[src/rtl/memory_stage.sv]
// Memory-access stage of the RV32I pipeline: issues data-memory requests, aligns and
// extends load data, and owns the MEM/WB register. Stalls upstream while memory is busy.
module memory_stage #(
  parameter int XLEN = 32
) (
  input  logic            clk,
  input  logic            srst,
  // EX/MEM register contents
  input  logic            valid_m,
  input  logic            reg_write_m,
  input  logic [1:0]      result_src_m,
  input  logic            mem_write_m,
  input  logic [2:0]      funct3_m,
  input  logic [4:0]      rd_m,
  input  logic [XLEN-1:0] alu_result_m,
  input  logic [XLEN-1:0] write_data_m,
  input  logic [XLEN-1:0] pc_plus4_m,
  // data-memory request interface
  output logic            dmem_req,
  output logic            dmem_we,
  output logic [XLEN-1:0] dmem_addr,
  output logic [3:0]      dmem_be,
  output logic [XLEN-1:0] dmem_wdata,
  input  logic [XLEN-1:0] dmem_rdata,
  input  logic            dmem_ready,
  // pipeline control
  output logic            stall_m,
  // MEM/WB register contents
  output logic            valid_w,
  output logic            reg_write_w,
  output logic [1:0]      result_src_w,
  output logic [4:0]      rd_w,
  output logic [XLEN-1:0] read_data_w,
  output logic [XLEN-1:0] alu_result_w,
  output logic [XLEN-1:0] pc_plus4_w,
  output logic            misalign_w
);

  typedef enum logic {
    IDLE = 1'b0,
    WAIT = 1'b1
  } state_e;

  typedef enum logic [1:0] {
    SZ_BYTE,
    SZ_HALF,
    SZ_WORD
  } size_e;

  typedef struct packed {
    logic            valid;
    logic            reg_write;
    logic [1:0]      result_src;
    logic [4:0]      rd;
    logic [XLEN-1:0] read_data;
    logic [XLEN-1:0] alu_result;
    logic [XLEN-1:0] pc_plus4;
    logic            misalign;
  } wb_t;

  state_e state_q, state_d;
  wb_t    wb_q, wb_d;

  size_e       size;
  logic [1:0]  offset;
  logic        is_load;
  logic        is_access;
  logic        misaligned;
  logic        mem_op;
  logic        req_raw;
  logic        complete;
  logic [7:0]  byte_lane;
  logic [15:0] half_lane;
  logic [XLEN-1:0] load_data;

  // ---------------------------------------------------------------------------
  // Access decode
  // ---------------------------------------------------------------------------
  assign offset    = alu_result_m[1:0];
  assign is_load   = (result_src_m == 2'b01);
  assign is_access = valid_m & (mem_write_m | is_load);

  // Unlisted funct3 codes fall into the word size, so they act as LW/SW.
  always_comb begin
    // NOTE: every variable written here gets a default first, so no latch is inferred.
    size       = SZ_WORD;
    misaligned = 1'b0;
    case (funct3_m[1:0])
      2'b00:   size = SZ_BYTE;
      2'b01:   size = SZ_HALF;
      default: size = SZ_WORD;
    endcase
    case (size)
      SZ_BYTE: misaligned = 1'b0;
      SZ_HALF: misaligned = offset[0];
      default: misaligned = |offset;
    endcase
  end

  assign mem_op = is_access & ~misaligned;

  // ---------------------------------------------------------------------------
  // Request FSM
  // ---------------------------------------------------------------------------
  always_comb begin
    state_d = state_q;
    req_raw = 1'b0;
    case (state_q)
      IDLE: begin
        req_raw = mem_op;
        if (mem_op && !dmem_ready) state_d = WAIT;
      end
      WAIT: begin
        req_raw = 1'b1;
        if (dmem_ready) state_d = IDLE;
      end
      default: state_d = IDLE;
    endcase
  end

  // Reset kills the request combinationally so a pending access is dropped at once.
  assign dmem_req = req_raw & ~srst;
  assign stall_m  = dmem_req & ~dmem_ready;
  assign complete = dmem_req & dmem_ready;

  // ---------------------------------------------------------------------------
  // Store lane steering
  // ---------------------------------------------------------------------------
  assign dmem_we   = mem_write_m;
  assign dmem_addr = {alu_result_m[XLEN-1:2], 2'b00};

  always_comb begin
    dmem_be    = 4'b0000;
    dmem_wdata = write_data_m;
    case (size)
      SZ_BYTE: dmem_wdata = {4{write_data_m[7:0]}};
      SZ_HALF: dmem_wdata = {2{write_data_m[15:0]}};
      default: dmem_wdata = write_data_m;
    endcase
    if (mem_write_m) begin
      case (size)
        SZ_BYTE: dmem_be = 4'b0001 << offset;
        SZ_HALF: dmem_be = 4'b0011 << offset;
        default: dmem_be = 4'b1111;
      endcase
    end
  end

  // ---------------------------------------------------------------------------
  // Load alignment and extension
  // ---------------------------------------------------------------------------
  always_comb begin
    case (offset)
      2'd0:    byte_lane = dmem_rdata[7:0];
      2'd1:    byte_lane = dmem_rdata[15:8];
      2'd2:    byte_lane = dmem_rdata[23:16];
      default: byte_lane = dmem_rdata[31:24];
    endcase
    half_lane = offset[1] ? dmem_rdata[31:16] : dmem_rdata[15:0];
    case (funct3_m)
      3'b000:  load_data = {{24{byte_lane[7]}}, byte_lane};
      3'b001:  load_data = {{16{half_lane[15]}}, half_lane};
      3'b100:  load_data = {24'd0, byte_lane};
      3'b101:  load_data = {16'd0, half_lane};
      default: load_data = dmem_rdata;
    endcase
  end

  // ---------------------------------------------------------------------------
  // MEM/WB register: a stall cycle loads an all-zero bubble
  // ---------------------------------------------------------------------------
  always_comb begin
    wb_d = '0;
    if (!stall_m) begin
      wb_d.valid      = valid_m;
      wb_d.reg_write  = valid_m & reg_write_m & ~(is_access & misaligned);
      wb_d.result_src = result_src_m;
      wb_d.rd         = rd_m;
      wb_d.read_data  = (complete & is_load) ? load_data : '0;
      wb_d.alu_result = alu_result_m;
      wb_d.pc_plus4   = pc_plus4_m;
      wb_d.misalign   = is_access & misaligned;
    end
  end

  always_ff @(posedge clk or posedge srst) begin
    // NOTE: sequential state uses non-blocking assignments so every register samples
    // the pre-edge values, independent of statement order.
    if (srst) begin
      state_q <= IDLE;
      wb_q    <= '0;
    end else begin
      state_q <= state_d;
      wb_q    <= wb_d;
    end
  end

  assign valid_w      = wb_q.valid;
  assign reg_write_w  = wb_q.reg_write;
  assign result_src_w = wb_q.result_src;
  assign rd_w         = wb_q.rd;
  assign read_data_w  = wb_q.read_data;
  assign alu_result_w = wb_q.alu_result;
  assign pc_plus4_w   = wb_q.pc_plus4;
  assign misalign_w   = wb_q.misalign;

endmodule

[config.mk]
export PLATFORM = sky130hd
export DESIGN_NAME = memory_stage
export DESIGN_NICKNAME = d
export VERILOG_FILES = /design/src/rtl/memory_stage.sv
export SDC_FILE = /design/constraint.sdc
export NUM_CORES = 1
export LEC_CHECK = 0
export ABC_AREA = 1
export BUFFER_PORTS_ARGS = -buffer_cell sky130_fd_sc_hd__buf_2
export CORE_MARGIN = 10
export CORE_UTILIZATION = 43
export DETAILED_ROUTE_END_ITERATION = 10
export PLACE_DENSITY = 0.85
export SETUP_SLACK_MARGIN = 0.02
export SYNTH_ARGS = -nofsm -noshare
export SYNTH_HDL_FRONTEND = slang
export SYNTH_SLANG_ARGS = --single-unit
[constraint.sdc]
create_clock -name clk -period 3.5 [get_ports clk]
set_input_delay 0.175 -clock clk [delete_from_list [all_inputs] [get_ports clk]]
set_output_delay 0.175 -clock clk [all_outputs]
set_load 0.01 [all_outputs]
Word-level counts from Yosys, hierarchy flattened

Index checks and enable logic that the tools add are counted.

$add $sub $neg: 0
$mul: 0
Divide/modulo/power cells: 0
$lt $le $gt $ge: 0
Equality and inequality tests: 8
Shifts and indexed selects: 2
Multiplexer cells: 14
Bitwise logic cells: 15
Reductions and logical operators: 7

Operators with widths:

| operator            | count |
|---|---|
| $pmux 32 s4         | 1 |
| $mux 106            | 1 |
| $pmux 32 s2         | 1 |
| $mux 32             | 1 |
| $pmux 8 s3          | 1 |
| $mux 16             | 1 |
| $and 1x1->1         | 9 |
| $eq 2x1->1 const B  | 4 |
| $pmux 4 s2          | 1 |
| $eq 3x3->1 const B  | 2 |
| $logic_not 2->1     | 3 |
| $pmux 1 s2          | 3 |
| $not 1->1           | 5 |
| $mux 4              | 1 |
| $pmux 2 s2          | 1 |
| $shl 1x2->4 const A | 1 |
| $shl 2x2->4 const A | 1 |
| $eq 3x1->1 const B  | 1 |
| $logic_not 3->1     | 1 |
| $eq 2x2->1 const B  | 1 |
| $mux 1              | 2 |
| $reduce_or 2->1     | 1 |
| $logic_and 1x1->1   | 1 |
| $logic_not 1->1     | 1 |
| $or 1x1->1          | 1 |

Register bits after elaboration: 107
Latch bits: 0
Memory bits (writable): 0
Bits in read-only memories: 0
Word-level logic and storage cells: 55
Memories: 0

Depth between registers and ports, before layout

Gate-level depths: netlist of the first run.

Word-level depth: 12
Gate-level depth with buffers: 11
Mapped depth without buffers: 9

Worst setup path before layout of the first run

No wires, ideal clock.

Path kind: input -> output
From: in srst
To: out stall_m
Arrival time: 3.135 ns
Required time: 3.325 ns
Setup slack: 0.190 ns
Cell stages on the path: 5
Buffers on the path: 2
Path through: inv_1 nand3_2 buf_6 buf_6 inv_1

Longest elaborated chain between the ends: 3

RTL lines:

| item            | RTL line | source |
|---|---|---|
| start, declared | 7        | `input logic srst,` |
| $not 1->1       | 122      | `assign dmem_req = req_raw & ~srst;` |
| $and 1x1->1     | 122      |  |
| $and 1x1->1     | 123      | `assign stall_m = dmem_req & ~dmem_ready;` |
| end, declared   | 27       | `output logic stall_m,` |

No other way between the ends.

==> impl_results.md, run 1 <==
* Status: finished clean
* GRT overflow at 0
* Die height at 127 um
* Number of synthesized register bits at 107
* Crit-path max FO at 49
* Vias at 4652
* Final Skew at 0.00552 ns
* Crit-path slowest cell: buf_4
* Routed Antenna Nets at 0
* Seq/Total Area, Yosys at 0.541
* # hold bufs at CTS at 0
* Clock share of power at 0.374
* CP bufs+invs at 4
* Register area at 2680 um2
* Area post-placement at 6310 um2
* TritonCTS buffer count at 9
* Die W at 127 um
* Period utilization at 0.613
* Maximum vdd drop at 305 uV
* # DRC at 0
* Critical path startpoint category: input port
* Worst setup margin at 1.36 ns
* Synth cell types at 25
* Worst-Margin Slew at 0.692 ns
* Drt initial violations at 287
* Share of cells above drive strength 1 at 0.433
* Final wirelength at 17300 um
* Worst setup path category: input port to flip-flop
* Logic pwr share at 0.176
* Initial antenna violation count at 2
* Max_cap viols at 0
* Vias in the first global route at 4832
* Switching Share at 0.268
* Routability cong. at 0.822
* Fmax at 466 MHz
* Worst slew margin at 0.539
* P&R area growth vs syn at 33.8%
* P_sw at 780 uW
* I/O pin total at 321
* RSZ-0062 raised after global routing: no
* Filler instances at 1023
* Final core utilization at 0.583
* Hold Path Class: input port to flip-flop
* Clock sink count at 107
* H-tree depth at 3
* Setup tns final at 0 ns
* CTS tree: yes
* Core area at 11400 um2
* Pwr Density at 439 nW/um2
* Hpwl dp at 13900 um
* Post-Syn Area at 4950 um2
* Max Slew Vio Count at 0
* Max stage delay on crit path at 0.50 ns
* Flop pwr share at 0.450
* Die area at 16200 um2
* Multi-input gate area at 1410 um2
* Leak Pwr at 0.00433 uW
* Final Net Count at 1023
* Synthesized area per cell at 8.13 um2
* Largest net degree at the start of global routing at 59
* Post-CTS setup buffers at 0
* Crit path top cell by count: nand2_1
* Final Setup Violations at 0
* Yosys warning count at 0
* Pint at 2130 uW
* IO buf count at 318
* Drt via density at 4.53
* Worst hold margin at 0.0168 ns
* Final hold vios at 0
* Crit-path cells: buf_2, inv_2, nand2_2, nand2_1, nand3_2, nand2_1, nand3_2, buf_4, nand2_1, inv_1
* Required time worst endpoint at 3.77 ns
* Clock transition at the registers of the reported paths at 0.07 ns
* CTS Buffer Depth at 2
* Post-CTS sizing at 0
* Drt wl/cell at 16.9 um
* Root buf cell: clkbuf_16
* DR pass1 iterations at 4
* Post-Syn Instances at 609
* First-pass GRT wire length at 26300 um
* Dpl ws at 1.00 ns
* Crit. End Element: flip-flop
* Clock latency on the worst-skew pair at 0.33 ns
* Post-Layout Inst Area at 6630 um2
* Worst path top cell family by delay: buffers and inverters
* Final Critical Period at 2.14 ns
* Arr. time, crit path at 2.42 ns
* Gr usage total at 0.204
* Initial Util at 0.436
* # rows at 39
[cell usage in the layout, fill, tap and decap left out, types with 5 or more instances in the layout]
| master | instances |
|---|---|
| buf_4 | 5 |
| buf_2 | 318 |
| nand2_1 | 211 |
| o211ai_1 | 10 |
| clkbuf_16 | 9 |
| or2_2 | 16 |
| o21ai_0 | 16 |
| nand3_1 | 14 |
| inv_1 | 87 |
| dfrtp_1 | 107 |
| inv_2 | 21 |
| a21oi_1 | 5 |
| nor2_1 | 41 |
[Yosys cell counts]
master | count | area [um2]
clkbuf_1 | 10 | 37.5
nand2_2 | 2 | 12.5
nand3_1 | 14 | 70.1
and2_0 | 1 | 6.26
conb_1 | 1 | 3.75
o211ai_1 | 10 | 75.1
inv_2 | 21 | 78.8
nand4_1 | 1 | 6.26
or2_2 | 16 | 100
buf_6 | 4 | 45.0
nand2_1 | 211 | 792
buf_4 | 48 | 360
buf_2 | 3 | 15.0
and3_1 | 1 | 6.26
nor3_1 | 1 | 5.00
nand3_2 | 3 | 30.0
nor2_2 | 1 | 6.26
o21ai_2 | 1 | 8.76
nor2_1 | 41 | 154
dfrtp_1 | 107 | 2680
o21ai_0 | 16 | 80.1
inv_1 | 88 | 330
a21oi_1 | 5 | 25.0
nand3_4 | 1 | 17.5
o21ai_1 | 2 | 10.0
[area by class of cell]
| type | count | share of cell area |
|---|---|---|
| timing repair buffer | 323 | 0.246 |
| multi-input combinational | 329 | 0.213 |
| tap | 143 | 0.0270 |
| sequential | 107 | 0.404 |
| clock inverter | 5 | 0.0128 |
| inverter | 109 | 0.0621 |
| clock buffer | 11 | 0.0351 |
| antenna | 1 | 0.000377 |
[per-layer routing]
layer	share of wire	routed length, um	GRT usage	vias up
li1	-	-	-	2276
met1	0.35	6060	0.208	2095
met2	0.53	9150	0.377	263
met3	0.11	1910	0.0811	16
met4	0.011	195	0.0522	2
met5	0.00075	13	0	-
[kinds of logic after synthesis]
family	count (synthesis)	synth area share
AOI/OAI and AO/OA	34	0.0402
buffers and inverters	174	0.175
DFF	107	0.541
other	1	0.000757
and+or+nand+nor	293	0.244
[registers in the layout, indices dropped and copies added, names as in the netlist]
| name | count |
|---|---|
| alu_result_w | 32 |
| misalign_w | 1 |
| pc_plus4_w | 32 |
| rd_w | 5 |
| read_data_w | 32 |
| reg_write_w | 1 |
| result_src_w | 2 |
| state_q | 1 |
| valid_w | 1 |
[power groups by stage]
stage / clock network [uW] / registers (uW) / logic, uW
floorplan: 0 / 1370 / 258
global placement: 0 / 1330 / 510
finish: 1090 / 1310 / 513
detailed placement: 0 / 1340 / 519
CTS: 1100 / 1310 / 521
global route: 1150 / 1320 / 578
[per-stage QoR]
stage | total power, uW | instances
2_1_floorplan | 1630 | 610
3_3_place_gp | 1840 | 1011
3_5_place_dp | 1850 | 1011
4_1_cts | 2940 | 1027
5_1_grt | 3040 | 1028
6_report | 2910 | 1028
[path summary, 6_finish.rpt]
check / cells after the start / from / to / slack (ns)
setup / recovery: 10 / funct3_m[1] / alu_result_w[26]$_DFF_PP0_ / 1.36
hold / removal: 2 / dmem_ready / state_q$_DFF_PP0_ / 0.02
setup reg to reg: 6 / state_q$_DFF_PP0_ / alu_result_w[26]$_DFF_PP0_ / 1.83
hold reg to reg: 2 / state_q$_DFF_PP0_ / state_q$_DFF_PP0_ / 0.52
max in group asynchronous: 4 / srst / pc_plus4_w[4]$_DFF_PP0_ / 2.29
min in group asynchronous: 3 / srst / alu_result_w[10]$_DFF_PP0_ / 0.07
Note: power is estimated with default switching activity, not from simulation.
==> inputs of run 2 (changes only) <==
==> constraint.sdc (replaced) <==
create_clock -name clk -period 2.2 [get_ports clk]
set_input_delay 0.11 -clock clk [delete_from_list [all_inputs] [get_ports clk]]
set_output_delay 0.11 -clock clk [all_outputs]
set_load 0.01 [all_outputs]
==> run 2 against run 1 <==
  * Critical path type is now input port to primary output
  * Critical endpoint is now stall_m
  * Core utilization grew 5.9 points
  * Cell count grew 6.5%
  * Non-clock buffer count grew 68
  * Die area is the same
  * Highest routed layer is now met4
  * Via count grew 9.2%
  * Combinational power grew 83%
  * Routed wire length grew 11%
==> impl_results.md, run 2 (synthesis results as in run 1) <==
* Area post-placement at 6340 um2 (+0.50%)
* Routed Antenna Nets at 0 (unchanged)
* Worst-Margin Slew at 0.585 ns (-0.108 ns)
* Leak Pwr at 0.00462 uW (+6.6%)
* H-tree depth at 3 (unchanged)
* Hpwl dp at 13800 um (-0.78%)
* Core area at 11400 um2 (unchanged)
* Maximum vdd drop at 479 uV (+57%)
* Worst setup path category: input port to primary output
* # DRC at 0 (unchanged)
* First-pass GRT wire length at 28900 um (+9.8%)
* Crit-path cells: dlygate4sd3_1, buf_2, inv_1, nand2_1, nand2_1, nand3_2, nand2_1, nand3_2, buf_6, inv_2, buf_2
* Gr usage total at 0.224 (+0.0203)
* Crit-path slowest cell: dlygate4sd3_1
* Final wirelength at 19200 um (+11%)
* Routability cong. at 0.900 (+9.6%)
* Root buf cell: clkbuf_16
* Initial Util at 0.436 (unchanged)
* Required time worst endpoint at 2.09 ns (-1.68 ns)
* Grt met3 use at 0.0691 (-0.0120)
* Fmax at 496 MHz
* Final Skew at 0.00555 ns (+0.0000307 ns)
* Share of cells above drive strength 1 at 0.408 (-0.0253)
* Hold Path Class: input port to asynchronous set/reset pin
* Drt via density at 4.64 (+2.5%)
* Clock sink count at 107 (unchanged)
* RSZ-0062 raised after global routing: no
* Period utilization at 0.916
* Final Critical Period at 2.02 ns
* GRT overflow at 0 (unchanged)
* CTS tree: yes
* CTS Buffer Depth at 2 (unchanged)
* Die area at 16200 um2 (unchanged)
* Die height at 127 um (unchanged)
* Initial antenna violation count at 1 (-1)
* GR peak layer: met2
* Final hold vios at 0 (unchanged)
* Grt met2 use at 0.400 (+0.0230)
* Drt initial violations at 285 (-0.70%)
* Vias in the first global route at 5388 (+12%)
* Commonest non-fill, non-tap cells in the layout: buf_2, nand2_1, dfrtp_1
* Die W at 127 um (unchanged)
* Most common cell after layout, fill and taps aside: buf_2
* P&R area growth vs syn at 47.4%
* Max_cap viols at 0 (unchanged)
* Max Slew Vio Count at 0 (unchanged)
* Clock latency on the worst-skew pair at 0.33 ns (about the same)
* TritonCTS buffer count at 9 (unchanged)
* Largest net degree at the start of global routing at 109 (+85%)
* Crit. End Element: primary output
* Pwr Density at 626 nW/um2 (+42%)
* Worst slew margin at 0.609 (+0.0703)
* Crit path top cell by count: nand2_1
* # rows at 39 (unchanged)
* Status: finished clean
* Critical path startpoint category: input port
* Post-Layout Inst Area at 7300 um2 (+10%)
* I/O pin total at 321 (unchanged)
* Max stage delay on crit path at 0.53 ns (+0.03 ns)
* Setup tns final at 0 ns (unchanged)
* Drt wl/cell at 17.5 um (+4.0%)
* Crit-path max FO at 75 (+53%)
* Final Setup Violations at 0 (unchanged)
* Met1 Usage GRT at 0.240 (+0.0319)
* Vias at 5080 (+9.2%)
* Arr. time, crit path at 1.91 ns (-0.51 ns)
* IO buf count at 318 (unchanged)
* Final Net Count at 1091 (+6.6%)
* Clock transition at the registers of the reported paths at 0.07 ns (about the same)
* DR pass1 iterations at 5 (+1)
run 2: critical path, delay by kind of cell:
kind / cells / cell delay, ns
buffers and inverters: 6 / 1.30
AND/OR/NAND/NOR: 5 / 0.47
run 2: timing repair:
action	in CTS	in global routing
hold buffers	67	0
gates resized for setup	0	1
buffers inserted	0	0
endpoints found under the setup margin	0	1
endpoints found under the hold margin	67	0
run 2: metal layers:
| metal | wire (um) | share of wire | vias up |
|---|---|---|---|
| met1 | 7020 | 0.37 | 2339 |
| met3 | 1800 | 0.094 | 41 |
| met4 | 614 | 0.032 | 0 |
| met2 | 9760 | 0.51 | 290 |
| met5 | 0 | 0 | - |
| li1 | - | - | 2410 |
run 2: layout make-up:
class / count / area (um2)
Timing Repair Buffer: 391 / 2320
Clock inverter: 5 / 45.0
Multi-Input combinational cell: 329 / 1420
Tap cell: 143 / 179
Inverter: 109 / 413
Fill cell: 901 / 4070
Clock buffer: 10 / 239
Antenna cell: 1 / 2.50
Sequential cell: 107 / 2680
run 2: final timing paths:
path | start | end | slack [ns] | cells past startpoint
max | result_src_m[1] | stall_m | 0.18 | 11
max reg2reg | state_q$_DFF_PP0_ | alu_result_w[19]$_DFF_PP0_ | 0.80 | 6
min | srst | read_data_w[23]$_DFF_PP0_ | 0.01 | 3
max in group asynchronous | srst | pc_plus4_w[0]$_DFF_PP0_ | 1.79 | 3
min in group clk | alu_result_m[30] | alu_result_w[30]$_DFF_PP0_ | 0.02 | 3
min reg2reg | state_q$_DFF_PP0_ | state_q$_DFF_PP0_ | 0.51 | 2
run 2: stage by stage:
stage	hold WS, ns	util	setup slack (ns)	total power (uW)	instances
final	0.0125	0.642	0.184	4570	1095
after global routing	0.0110	0.642	0.0259	4800	1095
after CTS	0.0000797	0.642	0.0323	4600	1094
after detailed placement	0.300	0.558	0.516	2960	1012
after global placement	0.290	0.558	0.532	2940	1012
after floorplan	0.173	-	-0.180	2600	610
run 2: power breakdown:
| group | switching [uW] | internal, uW |
|---|---|---|
| Clock | 727 | 811 |
| Sequential | 27.1 | 2060 |
| Combinational | 537 | 403 |
| Total | 1290 | 3280 |
==> inputs of run 3 (changes only) <==
--- a/config.mk
+++ b/config.mk
@@ -10,6 +10,7 @@
 export CORE_MARGIN = 10
 export CORE_UTILIZATION = 43
 export DETAILED_ROUTE_END_ITERATION = 10
+export GPL_TIMING_DRIVEN = 0
 export PLACE_DENSITY = 0.85
 export SETUP_SLACK_MARGIN = 0.02
 export SYNTH_ARGS = -nofsm -noshare
==> run 3 against run 2 <==
  * Clock power up 15%
  * Worst setup slack better by 0.077 ns
  * Global-route usage up 1.3 points
  * Core utilization up 4.5 points
  * First-iteration DRC count up 41%
  * Routed wire length up 4.0%
  * Clock skew up 0.0024 ns
  * Final area up 7.1%
  * Power up 7.0%
  * Via count up 4.5%
  * Critical path depth up 1
  * Largest cell class is now buffers
  * Largest power group unchanged
==> impl_results.md, run 3 (synthesis results as in run 1) <==
* Root buf cell: clkbuf_16
* Final wirelength at 20000 um (+4.0%)
* Die W at 127 um (unchanged)
* Critical path startpoint category: input port
* CTS Buffer Depth at 2 (unchanged)
* CTS tree: yes
* Vias in the first global route at 5586 (+3.7%)
* IO buf count at 317 (-0.31%)
* TritonCTS buffer count at 9 (unchanged)
* FF-to-FF Start: state_q$_DFF_PP0_
* Arr. time, crit path at 1.83 ns (-0.08 ns)
* Status: finished clean
* Crit path top cell by count: nand2_1
* # DRC at 0 (unchanged)
* Final Critical Period at 1.94 ns (-0.0770 ns)
* Count of non-filler cells in the finished layout at 1157 (+5.7%)
* Worst slew margin at 0.588 (-0.0213)
* Die height at 127 um (unchanged)
* Clock transition at the registers of the reported paths at 0.07 ns (about the same)
* Period utilization at 0.881 (-0.0350)
* Most common cell after layout, fill and taps aside: buf_2
* Crit. End Element: primary output
* RSZ-0062 raised after global routing: no
* CP bufs+invs at 7 (+1)
* Drt via density at 4.59 (-1.1%)
* Setup tns final at 0 ns (unchanged)
* Share of cells above drive strength 1 at 0.435 (+0.0268)
* Worst Setup SP: result_src_m[1]
* Routability cong. at 0.876 (-2.6%)
* Required time worst endpoint at 2.09 ns (about the same)
* Worst path top cell family by delay: buffers and inverters
* Routed Antenna Nets at 0 (unchanged)
* Final hold vios at 0 (unchanged)
* Initial Util at 0.436 (unchanged)
* Hold Startpoint: alu_result_m[10]
* Post-CTS setup buffers at 0 (unchanged)
* Final core utilization at 0.688 (+0.0454)
* Clock latency on the worst-skew pair at 0.34 ns (about the same)
* Crit-path slowest cell: dlygate4sd3_1
* Drt initial violations at 403 (+41%)
* Worst hold margin at 0.0103 ns (-0.00222 ns)
* GRT overflow at 0 (unchanged)
* Inst Count DP at 1072 (+5.9%)
* Vias at 5310 (+4.5%)
* Worst-Margin Slew at 0.616 ns (+0.0318 ns)
* Fmax at 516 MHz (+4.0%)
* Die area at 16200 um2 (unchanged)
* # rows at 39 (unchanged)
* H-tree depth at 3 (unchanged)
* Pwr Density at 625 nW/um2 (-0.10%)
* Clock sink count at 107 (unchanged)
* Crit-path max FO at 10 (-87%)
* Crit-path cells: dlygate4sd3_1, buf_2, inv_1, nand2_1, nand2_1, nand3_2, nand2_1, nand3_2, buf_6, buf_6, inv_2, buf_2
* Maximum vdd drop at 498 uV (+3.9%)
* Drt wl/cell at 17.3 um (-1.6%)
* Gr usage total at 0.237 (+0.0132)
* Worst setup path category: input port to primary output
* Area post-placement at 6800 um2 (+7.2%)
* Hold Path Class: input port to flip-flop
* Final Skew at 0.00798 ns (+0.00243 ns)
* FF-to-FF setup slack at 1.03 ns (+0.23 ns)
* DR pass1 iterations at 5 (unchanged)
* Final Net Count at 1151 (+5.5%)
* Max stage delay on crit path at 0.54 ns (about the same)
* Leak Pwr at 0.00491 uW (+6.3%)
* Final Setup Violations at 0 (unchanged)
* First-pass GRT wire length at 30300 um (+4.7%)
* Hpwl dp at 14900 um (+8.0%)
* Largest net degree at the start of global routing at 42 (-61%)
* Max Slew Vio Count at 0 (unchanged)
* Core area at 11400 um2 (unchanged)
* Post-Layout Inst Area at 7820 um2 (+7.1%)
* Initial antenna violation count at 3 (+2)
* Commonest non-fill, non-tap cells in the layout: buf_2, nand2_1, dfrtp_1
* Max_cap viols at 0 (unchanged)
* I/O pin total at 321 (unchanged)
* P&R area growth vs syn at 57.8%
## run 3: changes by cell type in the layout (fill, tap and decap cells not counted), sizes merged
cell,previous run,this run
buf,324,375
bufinv,0,2
clkbuf,10,20
clkinv,1,0
clkinvlp,2,3
diode,1,2
dlygate4sd3,67,66
inv,111,110
## run 3: worst paths after layout
kind	end	depth (start not counted)
min in group asynchronous	alu_result_w[19]$_DFF_PP0_	4
max in group asynchronous	read_data_w[12]$_DFF_PP0_	4
worst min-delay path	alu_result_w[10]$_DFF_PP0_	3
worst min register to register	state_q$_DFF_PP0_	2
worst max register to register	alu_result_w[26]$_DFF_PP0_	7
worst max-delay path	stall_m	12
## run 3: metrics by stage
stage,total power (uW),setup WS (ns)
2_1_floorplan,2600,-0.180
3_3_place_gp,3010,-1.20
3_5_place_dp,3040,0.385
4_1_cts,4910,0.253
5_1_grt,5130,0.171
6_report,4890,0.261
## run 3: worst register-to-register path: stages, from the launching register on
cell,delay (ns)
dfrtp_1,0.36
inv_1,0.06
nand2_1,0.09
nand3_2,0.12
buf_6,0.17
buf_6,0.15
nand2_1,0.07
inv_1,0.07
## run 3: layout make-up
cell class                 count  area, um2
fill                         835       3550
sequential                   107       2680
timing repair buffer         386       2310
multi-input combinational    329       1420
buffer                        65        480
inverter                     109        413
clock buffer                  10        239
tap                          143        179
clock inverter                 6       95.1
antenna                        2       5.00
## run 3: what timing repair did
action,in CTS,in global routing
resized for setup,0,0
hold buffers,67,0
hold endpoints to repair,91,0
## run 3: metal layers
| metal | GRT usage | up-vias | wire [um] |
|---|---|---|---|
| met3 | 0.0802 | 48 | 1910 |
| met2 | 0.432 | 306 | 10400 |
| li1 | - | 2533 | - |
| met5 | 0 | - | 13 |
| met4 | 0.0991 | 2 | 566 |
| met1 | 0.242 | 2421 | 7040 |
## run 3: report_power, final
group | switching, uW | leakage (uW) | total (uW) | internal [uW]
logic | 559 | 0.00341 | 1030 | 466
clock network | 731 | 0.000157 | 1770 | 1040
registers | 26.5 | 0.00134 | 2090 | 2060
total | 1320 | 0.00491 | 4890 | 3570
